`src/rtl/piso_tx_scheduler_pkg.sv`:
```
// Shared constants for the round-robin PISO transmit scheduler.
// Latency: n/a (package only).
// Backpressure: n/a (package only). Parity build is selected by PISO_TX_PARITY_EN.
package piso_tx_scheduler_pkg;

  // FSM state encodings
  localparam logic [1:0] ST_IDLE  = 2'd0;
  localparam logic [1:0] ST_SHIFT = 2'd1;
  localparam logic [1:0] ST_GAP   = 2'd2;

  // Bits per frame: the data byte, plus an even-parity bit when enabled
`ifdef PISO_TX_PARITY_EN
  localparam int FRAME_BITS = 9;
`else
  localparam int FRAME_BITS = 8;
`endif

  // Width of grant_id and the round-robin pointer (covers up to 8 requesters)
  localparam int GID_W = 3;

  // Width of the in-frame bit counter (holds 0..8)
  localparam int CNT_W = 4;

endpackage

```
`src/rtl/piso_tx_scheduler_shift8.sv`:
```
// 8-bit load/shift register; bit0 is the next serial bit, zeros fill from the top.
// Latency: loaded byte appears on bit0_o one clock after load_i.
// Backpressure: none; load_i has priority over shift_en_i.
module piso_shift8 (
  input  logic       clk_i,
  input  logic       rst_i,
  input  logic       load_i,
  input  logic       shift_en_i,
  input  logic [7:0] load_dat_i,
  output logic       bit0_o
);

  logic [7:0] sr_q;

  // Load a fresh byte or shift right one place, filling with zero
  always_ff @(posedge clk_i) begin
    if (rst_i) begin
      sr_q <= 8'h00;
    end else if (load_i) begin
      sr_q <= load_dat_i;
    end else if (shift_en_i) begin
      sr_q <= {1'b0, sr_q[7:1]};
    end
  end

  assign bit0_o = sr_q[0];

endmodule

```
`src/rtl/piso_tx_scheduler.sv`:
```
// Round-robin scheduler feeding one shared PISO shifter; LSB-first frames with idle gaps.
// Latency: req sampled -> ack pulse and first frame bit one clock later; frame = FRAME_BITS clocks.
// Backpressure: requesters hold req until ack; requests seen during SHIFT/GAP wait. Parity: PISO_TX_PARITY_EN.
module piso_tx_scheduler
  import piso_tx_scheduler_pkg::*;
#(
  parameter int   NUM_REQ    = 4,
  parameter int   GAP_CYCLES = 1,
  parameter logic IDLE_LEVEL = 1'b0
) (
  input  logic                 clock,
  input  logic                 reset,
  input  logic [NUM_REQ-1:0]   req,
  input  logic [NUM_REQ*8-1:0] data,
  output logic [NUM_REQ-1:0]   ack,
  output logic                 serial_out,
  output logic                 frame_valid,
  output logic                 busy,
  output logic [GID_W-1:0]     grant_id
);

  logic [1:0]         state_q, state_d;
  logic [CNT_W-1:0]   cnt_q, cnt_d;
  logic [3:0]         gap_q, gap_d;
  logic [GID_W-1:0]   ptr_q, ptr_d;
  logic [GID_W-1:0]   gid_q, gid_d;
  logic [NUM_REQ-1:0] ack_q, ack_d;
  logic               fv_q, fv_d;

  logic               win_vld;
  logic [GID_W-1:0]   win_idx;
  logic [GID_W-1:0]   win_nxt;
  logic [NUM_REQ-1:0] win_oh;
  logic [7:0]         win_dat;

  logic               do_arb;
  logic               load;
  logic               shift_en;
  logic               sr_bit0;

  // Round-robin pick: first asserted req scanning from the pointer, wrapping
  always_comb begin
    win_vld = 1'b0;
    win_idx = '0;
    win_nxt = '0;
    win_oh  = '0;
    win_dat = 8'h00;
    for (int i = 0; i < NUM_REQ; i++) begin
      for (int j = 0; j < NUM_REQ; j++) begin
        if (!win_vld && req[j] && (j == ((int'(ptr_q) + i) % NUM_REQ))) begin
          win_vld    = 1'b1;
          win_idx    = GID_W'(j);
          win_nxt    = GID_W'((j + 1) % NUM_REQ);
          win_oh[j]  = 1'b1;
          win_dat    = data[j*8 +: 8];
        end
      end
    end
  end

  // Frame sequencing. Arbitration happens in IDLE, at the last frame bit when
  // there is no gap, and at gap exit, so the line idles exactly GAP_CYCLES clocks.
  always_comb begin
    state_d  = state_q;
    cnt_d    = cnt_q;
    gap_d    = gap_q;
    ptr_d    = ptr_q;
    gid_d    = gid_q;
    fv_d     = fv_q;
    ack_d    = '0;
    do_arb   = 1'b0;
    shift_en = 1'b0;
    case (state_q)
      ST_IDLE: begin
        do_arb = win_vld;
      end
      ST_SHIFT: begin
        if (cnt_q == CNT_W'(FRAME_BITS - 1)) begin
          cnt_d = '0;
          fv_d  = 1'b0;
          if (GAP_CYCLES == 0) begin
            state_d = ST_IDLE;
            do_arb  = win_vld;
          end else begin
            state_d = ST_GAP;
            gap_d   = 4'd1;
          end
        end else begin
          cnt_d    = cnt_q + 1'b1;
          shift_en = 1'b1;
        end
      end
      ST_GAP: begin
        if (gap_q >= 4'(GAP_CYCLES)) begin
          state_d = ST_IDLE;
          do_arb  = win_vld;
        end else begin
          gap_d = gap_q + 4'd1;
        end
      end
      default: begin
        state_d = ST_IDLE;
      end
    endcase
    if (do_arb) begin
      state_d = ST_SHIFT;
      cnt_d   = '0;
      fv_d    = 1'b1;
      ack_d   = win_oh;
      gid_d   = win_idx;
      ptr_d   = win_nxt;
    end
  end

  assign load = do_arb;

  // Control state registers; reset aborts any frame in flight
  always_ff @(posedge clock) begin
    if (reset) begin
      state_q <= ST_IDLE;
      cnt_q   <= '0;
      gap_q   <= 4'd0;
      ptr_q   <= '0;
      gid_q   <= '0;
      ack_q   <= '0;
      fv_q    <= 1'b0;
    end else begin
      state_q <= state_d;
      cnt_q   <= cnt_d;
      gap_q   <= gap_d;
      ptr_q   <= ptr_d;
      gid_q   <= gid_d;
      ack_q   <= ack_d;
      fv_q    <= fv_d;
    end
  end

  piso_shift8 u_shift (
    .clk_i      (clock),
    .rst_i      (reset),
    .load_i     (load),
    .shift_en_i (shift_en),
    .load_dat_i (win_dat),
    .bit0_o     (sr_bit0)
  );

`ifdef PISO_TX_PARITY_EN
  logic par_q;

  // Even parity of the granted byte, sent as the ninth frame bit
  always_ff @(posedge clock) begin
    if (reset) begin
      par_q <= 1'b0;
    end else if (load) begin
      par_q <= ^win_dat;
    end
  end

  // Serial line: data bits, then parity, else the idle level
  always_comb begin
    serial_out = IDLE_LEVEL;
    if (fv_q) begin
      serial_out = (cnt_q == CNT_W'(8)) ? par_q : sr_bit0;
    end
  end
`else
  // Serial line: shifter bit0 during a frame, else the idle level
  always_comb begin
    serial_out = IDLE_LEVEL;
    if (fv_q) begin
      serial_out = sr_bit0;
    end
  end
`endif

  assign ack         = ack_q;
  assign frame_valid = fv_q;
  assign busy        = (state_q != ST_IDLE);
  assign grant_id    = gid_q;

endmodule
```
`config.mk`:
```
export PLATFORM = sky130hd
export DESIGN_NAME = piso_tx_scheduler
export DESIGN_NICKNAME = d
export VERILOG_FILES = /design/src/rtl/piso_tx_scheduler_pkg.sv /design/src/rtl/piso_tx_scheduler_shift8.sv /design/src/rtl/piso_tx_scheduler.sv
export SDC_FILE = /design/constraint.sdc
export NUM_CORES = 1
export LEC_CHECK = 0
export ABC_AREA = 0
export BUFFER_PORTS_ARGS = -buffer_cell sky130_fd_sc_hd__buf_2
export CELL_PAD_IN_SITES_DETAIL_PLACEMENT = 0
export CELL_PAD_IN_SITES_GLOBAL_PLACEMENT = 1
export CORE_UTILIZATION = 41
export CTS_CLUSTER_SIZE = 30
export DETAILED_ROUTE_END_ITERATION = 12
export PLACE_DENSITY = 0.81
export SYNTH_ARGS = -nofsm -noshare
export SYNTH_HDL_FRONTEND = slang
export SYNTH_SLANG_ARGS = --single-unit
```
`constraint.sdc`:
```
create_clock -name clock -period 2.45 [get_ports clock]
set_input_delay 0.1225 -clock clock [delete_from_list [all_inputs] [get_ports clock]]
set_output_delay 0.1225 -clock clock [all_outputs]
set_load 0.01 [all_outputs]
```
==> out/results.env, run 1 <==
STATUS='finished clean'
DRTPASS1ITERATIONS=5
CLASS_OF_THE_TIGHTEST_HOLD_OR_REMOVAL_CHECK='in2reg'
NUMBER_OF_ANTENNA_VIOLATIONS_AT_THE_FIRST_CHECK_IN_GLOBAL_ROUTING=0
PORTBUFFERS=46
MET3_USAGE_PCT=6.00
FINAL_WORST_CLOCK_SKEW_PS=9.30
H_TREE_DEPTH=1
CTS-ROOT-TO-SINK-BUFFERS=2
CLK_PIN_SLEW_WORST_PATHS_PS=90
DRT_DRC_VIOLATIONS_LEFT=0
DRIVE_GT1_SHARE_PCT=23.5
CRITICAL_PATH_ARRIVAL_PS=2660
FINAL_NET_COUNT=455
POWER_PER_CELL_AREA_nW_PER_UM2=424
GRT_OVERFLOW=0
CPLARGESTDELAYFAMILY='simple AND/OR/NAND/NOR gates'
FINAL_HOLD_VIOL_COUNT=0
FIRST_GLOBAL_VIAS=2895
TOP_LEVEL_PORTS=48
VIAS=3207
START_UTIL_PCT=43.3
CTS_RESIZED=0
CTS_MADE_BUFFERS=3
SETUP_VIOLATIONS=0
SYNTHTOLAYOUTAREAGROWTH_PCT=18.1
CHIPWIDTH_UM=81.8
GR-USAGE-ALL-LAYERS_PCT=30.7
CTS_TREE='built'
NUMBER_OF_SYNTHESIZED_FLOPS_WITH_AN_ENABLE_PIN=0
WIRE_PER_INST_UM=20.0
GP_CONGESTION=0.996
PROPORTION_OF_REGISTER_BITS_WITH_ASYNCHRONOUS_SET_OR_RESET_AFTER_SYNTHESIS_PCT=0
WORSTSETUPPATHTYPE='reg2reg'
FINAL.PERIOD_UTILIZATION_PCT=99.7
TIMING.MAX_SLEW.REL_SLACK_PCT=55.3
SYN_INST=358
FINAL.FILL_COUNT=636
FLOORPLAN.ROWS=28
TIGHTEST_SLEW_PS=653
SYNTH_NETS=400
DRT_ITER0_DRC=239
DIE-AREA_SQ_UM=6690
SYNTH.YOSYS.SEQ_AREA_SHARE_PCT=20.7
PATH_CELLS='or4b_4, nor2_2, a221oi_1, a2111oi_0, buf_4, o31a_1'
ROUTED_WL_MM=9.75
GRT_FIRST_PASS_WIRELENGTH_MM=15.5
CHIP_HEIGHT_UM=81.8
RSZ0062_AT_GRT='no'
ANTENNADIODECOUNT=0
SYNTH_CELL_TYPES=67
TOTAL_LEAKAGE_POWER_nW=1.20
MAX-VDD-IR-DROP_mV=0.360
GR_LAYER_USAGE_MET1_PCT=43.0
SYN_AREA_SQ_UM=2610
LAYOUT_MIN_CYCLE_TIME_PS=2440
SETUP-TNS-FINAL_PS=0
WORSTPATHREQUIRED_PS=2670
CRIT_PATH_MAX_INCR_DELAY_PS=620
YOSYSWARNINGS=0
CRITICAL_PATH.N_BUFFERS_INVERTERS=1
SYNTH_AREA_PER_CELL_SQ_UM=7.29
CLKSINKCOUNT=27
DP_HPWL_MM=7.55
WORST_HOLD_MARGIN_PS=173
TIMING_MAX_TRANSITION_VIOLATIONS_FINAL=0
FMAX_MHz=409
TOP_USAGE_LAYER='met2'
POSTROUTEANTENNANETS=0
CTS_HOLD_BUF=0
CLKLATENCYLATEPIN_PS=270
CORE-AREA_SQ_UM=6030
POST_DRT_VIA_CELL_RATIO=6.59
GRT_UTIL_MET2_PCT=46.9
TIMING.CRITICAL_PATH.FANOUT_MAX=14
POST_CTS_BUFFERS=0
CTS_ROOT_BUF='clkbuf_8'
CRIT_PATH_TOP_DELAY_CELL='or4b_4'
WORST_SETUP_PATH_START_KIND='flop'
SYNTHESIZED_FLOP_AND_LATCH_TOTAL=27
POSTSYNTH.TOPFLOPCELL='dfxtp_1'
MAX_CAP_VIOLS=0
WORSTSETUPENDPOINTTYPE='flop'
GRT_MAX_DEGREE=21
[stage by stage]
stage	utilization, %	area, sq um	instances	setup WS [ps]	power, W
finish	51.2	3080	487	7.86	0.00131
global route	51.2	3080	487	20.8	0.00138
CTS	51.2	3080	487	59.6	0.00130
detailed placement	50.4	3040	483	71.6	0.00105
global placement	50.4	3040	483	181	0.00105
floorplan	-	2610	358	507	0.000845
[power breakdown]
part	internal, W	switching (W)
Sequential	0.000475	0.0000338
Combinational	0.000223	0.000327
Clock	0.000116	0.000133
[Yosys cell counts (3+ instances only)]
| library cell | n | area [sq um] |
|---|---|---|
| a2111oi_0 | 4 | 35.0 |
| a211oi_1 | 5 | 37.5 |
| a21boi_0 | 3 | 22.5 |
| a21oi_1 | 22 | 110 |
| a221o_1 | 3 | 30.0 |
| a221oi_1 | 9 | 78.8 |
| a22oi_1 | 3 | 22.5 |
| a311oi_1 | 9 | 78.8 |
| a31oi_1 | 7 | 43.8 |
| a32oi_1 | 4 | 35.0 |
| and2_1 | 4 | 25.0 |
| buf_2 | 11 | 55.1 |
| clkbuf_1 | 12 | 45.0 |
| dfxtp_1 | 27 | 541 |
| ha_1 | 4 | 50.1 |
| inv_1 | 11 | 41.3 |
| mux2_2 | 4 | 45.0 |
| mux2i_1 | 3 | 30.0 |
| nand2_1 | 28 | 105 |
| nand2b_1 | 7 | 43.8 |
| nand3_1 | 12 | 60.1 |
| nand3b_1 | 6 | 45.0 |
| nor2_1 | 33 | 124 |
| nor2b_1 | 9 | 56.3 |
| nor3_1 | 20 | 100 |
| nor4_1 | 4 | 25.0 |
| o211ai_1 | 3 | 22.5 |
| o21a_1 | 4 | 30.0 |
| o21ai_0 | 10 | 50.1 |
| o221ai_1 | 5 | 43.8 |
| o22ai_1 | 12 | 75.1 |
| o31a_1 | 3 | 26.3 |
| o31ai_1 | 5 | 37.5 |
| or2_2 | 4 | 25.0 |
| or3_1 | 3 | 18.8 |
| or3b_1 | 3 | 26.3 |
[cell type report]
cell class	instances	area (sq um)	share of cell area (%)
timing repair buffer	78	470	15.3
clock buffer	4	45.0	1.46
multi-input combinational	292	1890	61.4
inverter	11	41.3	1.34
tap	75	93.8	3.04
sequential	27	541	17.5
[logic make-up (layout without fill, tap and decap cells)]
kind of cell | Yosys count | count (layout) | synth area share [%]
AO/OA/AOI/OAI | 125 | 125 | 35.3
flip-flops | 27 | 27 | 20.7
buffers and inverters | 39 | 93 | 6.81
other | 1 | 1 | 0.144
AND/OR/NAND/NOR | 154 | 154 | 31.9
adder cells (fa/ha/maj) | 4 | 4 | 1.92
XOR/XNOR | 1 | 1 | 0.336
multiplexers | 7 | 7 | 2.88
[layer usage]
layer,up-vias,wire [um]
li1,1493,-
met1,1515,4340
met2,168,4270
met3,31,809
met4,0,328
met5,-,0
[placed cells by master, fill, tap and decap left out, types with 4 or more instances in the layout]
cell / Yosys / final
a2111oi_0: 4 / 4
a211oi_1: 5 / 5
a21oi_1: 22 / 22
a221oi_1: 9 / 9
a311oi_1: 9 / 9
a31oi_1: 7 / 7
a32oi_1: 4 / 4
and2_1: 4 / 4
buf_2: 11 / 46
buf_4: 2 / 32
dfxtp_1: 27 / 27
ha_1: 4 / 4
inv_1: 11 / 11
mux2_2: 4 / 4
nand2_1: 28 / 28
nand2b_1: 7 / 7
nand3_1: 12 / 12
nand3b_1: 6 / 6
nor2_1: 33 / 33
nor2b_1: 9 / 9
nor3_1: 20 / 20
nor4_1: 4 / 4
o21a_1: 4 / 4
o21ai_0: 10 / 10
o221ai_1: 5 / 5
o22ai_1: 12 / 12
o31ai_1: 5 / 5
or2_2: 4 / 4
[tightest hold or removal path, cell delays in order]
cell     delay, ps
buf_2          130
nand3_1         60
a31oi_1         80
[registers in the layout (all words and copies together), names as in the netlist]
signal        count
state_q           2
cnt_q             4
gap_q             4
ptr_q             2
grant_id          2
frame_valid       1
ack               4
u_shift.sr_q      8
[worst paths after layout]
kind         startpoint         endpoint  slack (ps)  cells after the start
max            ptr_q[1]  u_shift.sr_q[4]           8                      6
min            data[31]  u_shift.sr_q[7]         170                      3
max reg2reg    ptr_q[1]  u_shift.sr_q[4]           8                      6
min reg2reg    cnt_q[1]         cnt_q[1]         500                      2
Note: power is estimated with default switching activity, not from simulation.
==> run 2, diff against run 1 <==
--- a/config.mk
+++ b/config.mk
@@ -7,12 +7,15 @@
 export LEC_CHECK = 0
 export ABC_AREA = 0
 export BUFFER_PORTS_ARGS = -buffer_cell sky130_fd_sc_hd__buf_2
+export CAP_MARGIN = 20
 export CELL_PAD_IN_SITES_DETAIL_PLACEMENT = 0
 export CELL_PAD_IN_SITES_GLOBAL_PLACEMENT = 1
 export CORE_UTILIZATION = 41
 export CTS_CLUSTER_SIZE = 30
 export DETAILED_ROUTE_END_ITERATION = 12
+export GPL_TIMING_DRIVEN = 1
 export PLACE_DENSITY = 0.81
+export REMOVE_ABC_BUFFERS = 1
 export SYNTH_ARGS = -nofsm -noshare
 export SYNTH_HDL_FRONTEND = slang
 export SYNTH_SLANG_ARGS = --single-unit
==> out/results.env, run 2 (synthesized netlist as in run 1, its figures left out) <==
TIGHTEST_SLEW_PS=577
CHIP_HEIGHT_UM=81.8
GP_CONGESTION=1.03
DRT_ITER0_DRC=364
TIMING_MAX_TRANSITION_VIOLATIONS_FINAL=0
POST_DRT_VIA_CELL_RATIO=6.59
MAX-VDD-IR-DROP_mV=0.334
STATUS='finished clean'
CLASS_OF_THE_TIGHTEST_HOLD_OR_REMOVAL_CHECK='in2reg'
WORSTPATHREQUIRED_PS=2680
CLKSINKCOUNT=27
RSZ0062_AT_GRT='no'
ROUTED_WL_MM=9.68
FINAL.FILL_COUNT=634
REGMOSTFLOPS='u_shift.sr_q'
FINAL_NET_COUNT=448
TOP_LEVEL_PORTS=48
VIAS=3165
SETUP_VIOLATIONS=0
GR-USAGE-ALL-LAYERS_PCT=29.7
DRT_DRC_VIOLATIONS_LEFT=0
CHIPWIDTH_UM=81.8
WORST_HOLD_MARGIN_PS=147
SETUP.REG_TO_REG.WORST_SLACK_PS=170
MOSTFREQUENTLAYOUTCELL='buf_2'
DRIVE_GT1_SHARE_PCT=22.7
FINAL_CELL_MIX='46 x buf_2, 33 x nor2_1, 28 x nand2_1, 27 x dfxtp_1, 25 x buf_4'
LAYOUT_MIN_CYCLE_TIME_PS=2280
CTS_MADE_BUFFERS=3
POWER_W=0.00130
CLK_PIN_SLEW_WORST_PATHS_PS=90
SETUP-TNS-FINAL_PS=0
GRT_FIRST_PASS_WIRELENGTH_MM=15.0
CTS-ROOT-TO-SINK-BUFFERS=2
GRT_OVERFLOW=0
FINAL.PERIOD_UTILIZATION_PCT=92.9
WORSTSETUPENDPOINTTYPE='flop'
SYNTHTOLAYOUTAREAGROWTH_PCT=16.4
WORSTSETUPPATHTYPE='reg2reg'
START_UTIL_PCT=43.3
CTS_HOLD_BUF=0
FIRST_GLOBAL_VIAS=2769
NUMBER_OF_ANTENNA_VIOLATIONS_AT_THE_FIRST_CHECK_IN_GLOBAL_ROUTING=0
FMAX_MHz=439
CORE-AREA_SQ_UM=6030
H_TREE_DEPTH=1
PORTBUFFERS=46
WIRE_PER_INST_UM=20.2
DIE-AREA_SQ_UM=6690
WORST_SETUP_PATH_START_KIND='flop'
GRT_MAX_DEGREE=24
POWER_PER_CELL_AREA_nW_PER_UM2=428
ANTENNADIODECOUNT=0
DP_HPWL_MM=7.41
FINAL_WORST_CLOCK_SKEW_PS=7.17
MAX_CAP_VIOLS=0
TIMING.MAX_SLEW.REL_SLACK_PCT=61.0
TIMING.CRITICAL_PATH.FANOUT_MAX=10
CRITICAL_PATH_ARRIVAL_PS=2500
LARGEST_REGISTER_FF_COUNT=8
DRTPASS1ITERATIONS=5
POSTROUTEANTENNANETS=0
FINAL_HOLD_VIOL_COUNT=0
CTS_TREE='built'
FLOORPLAN.ROWS=28
CLKLATENCYLATEPIN_PS=270
TOTAL_LEAKAGE_POWER_nW=1.17
CTS_ROOT_BUF='clkbuf_8'
[run 2: final timing paths]
check | start | end | cells after the start
max reg2reg | gap_q[1] | u_shift.sr_q[4] | 8
min reg2reg | cnt_q[1] | cnt_q[1] | 2
max | gap_q[1] | u_shift.sr_q[4] | 8
min | data[31] | u_shift.sr_q[7] | 3
[run 2: worst max-delay path, cell delays in order, from the launching register on]
cell and delay, ps:
dfxtp_1 340, inv_1 70, ha_1 180, nor4bb_1 530, a221o_2 410, buf_4 200, nor3_1 60, a311oi_1 280
o31a_1 170
[run 2: cell type report]
type                    count  area (sq um)  share of cell area (%)
repair buffers             71           418                    13.8
inverters                  11          41.3                    1.36
clock buffers               4          45.0                    1.48
flip-flops and latches     27           541                    17.8
multi-input cells         292          1900                    62.5
well taps                  75          93.8                    3.09
[run 2: report_power, final]
| group | switching, W | leakage, nW | internal (W) |
|---|---|---|---|
| Sequential | 0.0000365 | 0.221 | 0.000475 |
| Clock | 0.000137 | 0.0228 | 0.000117 |
| Combinational | 0.000321 | 0.926 | 0.000214 |
| Total | 0.000494 | 1.17 | 0.000806 |
[run 2: per-stage QoR]
| step | worst slack [ps] | area (sq um) | utilization [%] | std cells |
|---|---|---|---|---|
| 3_5_place_dp | 99.1 | 2990 | 49.5 | 476 |
| 4_1_cts | 79.2 | 3030 | 50.3 | 480 |
| 6_report | 173 | 3040 | 50.4 | 480 |
| 5_1_grt | 52.9 | 3040 | 50.4 | 480 |
| 3_3_place_gp | 208 | 2990 | 49.5 | 476 |
| 2_1_floorplan | 233 | 2470 | - | 330 |
[run 2: repair_timing]
| item | in CTS | in global routing |
|---|---|---|
| resized for setup | 0 | 2 |
| setup endpoints to repair | 0 | 3 |
| buffers inserted | 0 | 0 |
[run 2: layer usage]
layer / global-route usage, % / up-vias / wire length, um
li1: - / 1480 / -
met1: 41.9 / 1483 / 4240
met2: 45.8 / 187 / 4230
met3: 7.22 / 15 / 1050
met4: 5.26 / 0 / 158
met5: 0 / - / 0
==> run 3, diff against run 2 <==
--- a/config.mk
+++ b/config.mk
@@ -10,11 +10,12 @@
 export CAP_MARGIN = 20
 export CELL_PAD_IN_SITES_DETAIL_PLACEMENT = 0
 export CELL_PAD_IN_SITES_GLOBAL_PLACEMENT = 1
-export CORE_UTILIZATION = 41
+export CORE_UTILIZATION = 42
+export CTS_BUF_LIST = sky130_fd_sc_hd__clkbuf_4 sky130_fd_sc_hd__clkbuf_8
 export CTS_CLUSTER_SIZE = 30
 export DETAILED_ROUTE_END_ITERATION = 12
 export GPL_TIMING_DRIVEN = 1
-export PLACE_DENSITY = 0.81
+export PLACE_DENSITY = 0.83
 export REMOVE_ABC_BUFFERS = 1
 export SYNTH_ARGS = -nofsm -noshare
 export SYNTH_HDL_FRONTEND = slang
==> out/results.env, run 3 (synthesized netlist as in run 1, its figures left out) <==
STATUS='finished clean'
START_UTIL_PCT=43.8
TOTAL_LEAKAGE_POWER_nW=1.20
VIAS=3190
DP_HPWL_MM=7.41
POST-ROUTE-UTIL_PCT=51.8
MAX_CAP_VIOLS=0
CORE-AREA_SQ_UM=5960
GRT_UTIL_MET2_PCT=47.0
TOTAL_SWITCHING_POWER_W=0.000502
CHIPWIDTH_UM=80.8
RSZ0062_AT_GRT='no'
WORSTPATHREQUIRED_PS=2680
CTS-ROOT-TO-SINK-BUFFERS=2
CLK_PIN_SLEW_WORST_PATHS_PS=100
FLOORPLAN.ROWS=28
CPLARGESTDELAYFAMILY='compound AO/OA/AOI/OAI gates'
WORST_SETUP_PATH_START_KIND='flop'
GRT_OVERFLOW=0
ANTENNADIODECOUNT=0
GRT_MAX_DEGREE=21
CELLINTERNALPOWER_W=0.000827
DIE-AREA_SQ_UM=6530
CTS_HOLD_BUF=0
FINAL_WORST_CLOCK_SKEW_PS=3.57
FRACTION_OF_POWER_SPENT_SWITCHING_NETS_PCT=37.8
POST_CTS_BUFFERS=0
DRT_ITER0_DRC=332
ROUTED_WL_MM=9.61
CHIP_HEIGHT_UM=80.8
CTS_ROOT_BUF='clkbuf_8'
FINAL_CELL_MIX='46 x buf_2, 33 x nor2_1, 29 x buf_4, 28 x nand2_1, 27 x dfxtp_1'
MET3_USAGE_PCT=3.60
SETUP_VIOLATIONS=0
CRITICAL_PATH_ARRIVAL_PS=2490
CTS_RESIZED=0
LARGEST_REGISTER_FF_COUNT=8
SETUP-TNS-FINAL_PS=0
WIRE_PER_INST_UM=19.8
MAX-VDD-IR-DROP_mV=0.303
PATH_CELLS='inv_1, ha_1, nor4bb_1, a221o_1, buf_4, a221oi_1, a311oi_1, a21o_1'
TIGHTEST_SLEW_PS=572
GR-USAGE-ALL-LAYERS_PCT=30.2
DRT_DRC_VIOLATIONS_LEFT=0
CLKLATENCYLATEPIN_PS=270
TOP_USAGE_LAYER='met2'
FIRST_GLOBAL_VIAS=2757
DRTPASS1ITERATIONS=5
TIMING.MAX_SLEW.REL_SLACK_PCT=61.3
GP_CONGESTION=1.04
CRIT_PATH_MAX_INCR_DELAY_PS=520
CRITICAL_PATH.N_BUFFERS_INVERTERS=2
POST_DRT_VIA_CELL_RATIO=6.58
MOSTFREQUENTLAYOUTCELL='buf_2'
LAYOUT_MIN_CYCLE_TIME_PS=2270
GR_LAYER_USAGE_MET1_PCT=43.4
WORSTSETUPPATHTYPE='reg2reg'
POWER_W=0.00133
CLKSINKCOUNT=27
CRIT_PATH_TOP_DELAY_CELL='nor4bb_1'
FINAL_NET_COUNT=453
FMAX_MHz=441
TIMING_MAX_TRANSITION_VIOLATIONS_FINAL=0
TOP_LEVEL_PORTS=48
FINAL.PERIOD_UTILIZATION_PCT=92.5
POSTROUTEANTENNANETS=0
SYNTHTOLAYOUTAREAGROWTH_PCT=18.2
DRIVE_GT1_SHARE_PCT=23.4
COMB_POWER_SHARE_PCT=41.4
FINAL_HOLD_VIOL_COUNT=0
P_SEQ_SHARE_PCT=38.0
GRT_FIRST_PASS_WIRELENGTH_MM=15.0
CLASS_OF_THE_TIGHTEST_HOLD_OR_REMOVAL_CHECK='in2reg'
CTS_TREE='built'
POWER_PER_CELL_AREA_nW_PER_UM2=431
TIMING.CRITICAL_PATH.FANOUT_MAX=8
WORSTSETUPENDPOINTTYPE='flop'
FINAL.FILL_COUNT=620
PORTBUFFERS=46
CLOCK_POWER_SHARE_PCT=20.5
CTS_MADE_BUFFERS=3
H_TREE_DEPTH=1
NUMBER_OF_ANTENNA_VIOLATIONS_AT_THE_FIRST_CHECK_IN_GLOBAL_ROUTING=0
REGMOSTFLOPS='u_shift.sr_q'
==> run 3: area by class of cell <==
cell class | instances | area (sq um) | share of cell area, %
multi-input cells | 292 | 1890 | 61.3
clock buffers | 4 | 48.8 | 1.58
inverters | 11 | 41.3 | 1.34
flip-flops and latches | 27 | 541 | 17.5
well taps | 75 | 93.8 | 3.04
repair buffers | 76 | 468 | 15.2
==> run 3: routing by layer <==
layer,routed length [um],vias up
li1,-,1494
met1,4180,1495
met2,4370,183
met3,873,18
met4,193,0
met5,0,-
==> run 3: metrics by stage <==
step | cell area (sq um) | hold WS [ps] | setup WS [ps] | std cells
after CTS | 3080 | 141 | 239 | 485
final | 3080 | 144 | 184 | 485
after floorplan | 2470 | 192 | 233 | 330
after global placement | 3040 | 436 | 386 | 481
after detailed placement | 3040 | 441 | 273 | 481
after global routing | 3080 | 179 | 11.2 | 485
==> run 3: power by group through the flow <==
stage	Sequential, W	Combinational, W	Clock, W
floorplan	0.000526	0.000278	0
global placement	0.000513	0.000535	0
detailed placement	0.000514	0.000536	0
CTS	0.000504	0.000538	0.000280
global route	0.000509	0.000593	0.000296
finish	0.000505	0.000551	0.000273
==> run 3: final timing paths <==
kind | from | endpoint | slack [ps] | cells after the start
hold / removal | data[31] | u_shift.sr_q[7] | 140 | 3
setup / recovery | gap_q[1] | u_shift.sr_q[1] | 180 | 8
setup reg to reg | gap_q[1] | u_shift.sr_q[1] | 180 | 8
hold reg to reg | cnt_q[1] | cnt_q[1] | 480 | 2
==> run 3: worst register-to-register path: stages, from the launching register on <==
cell and delay (ps):
dfxtp_1 340, inv_1 70, ha_1 180, nor4bb_1 520, a221o_1 350, buf_4 190, a221oi_1 60, a311oi_1 390
a21o_1 130
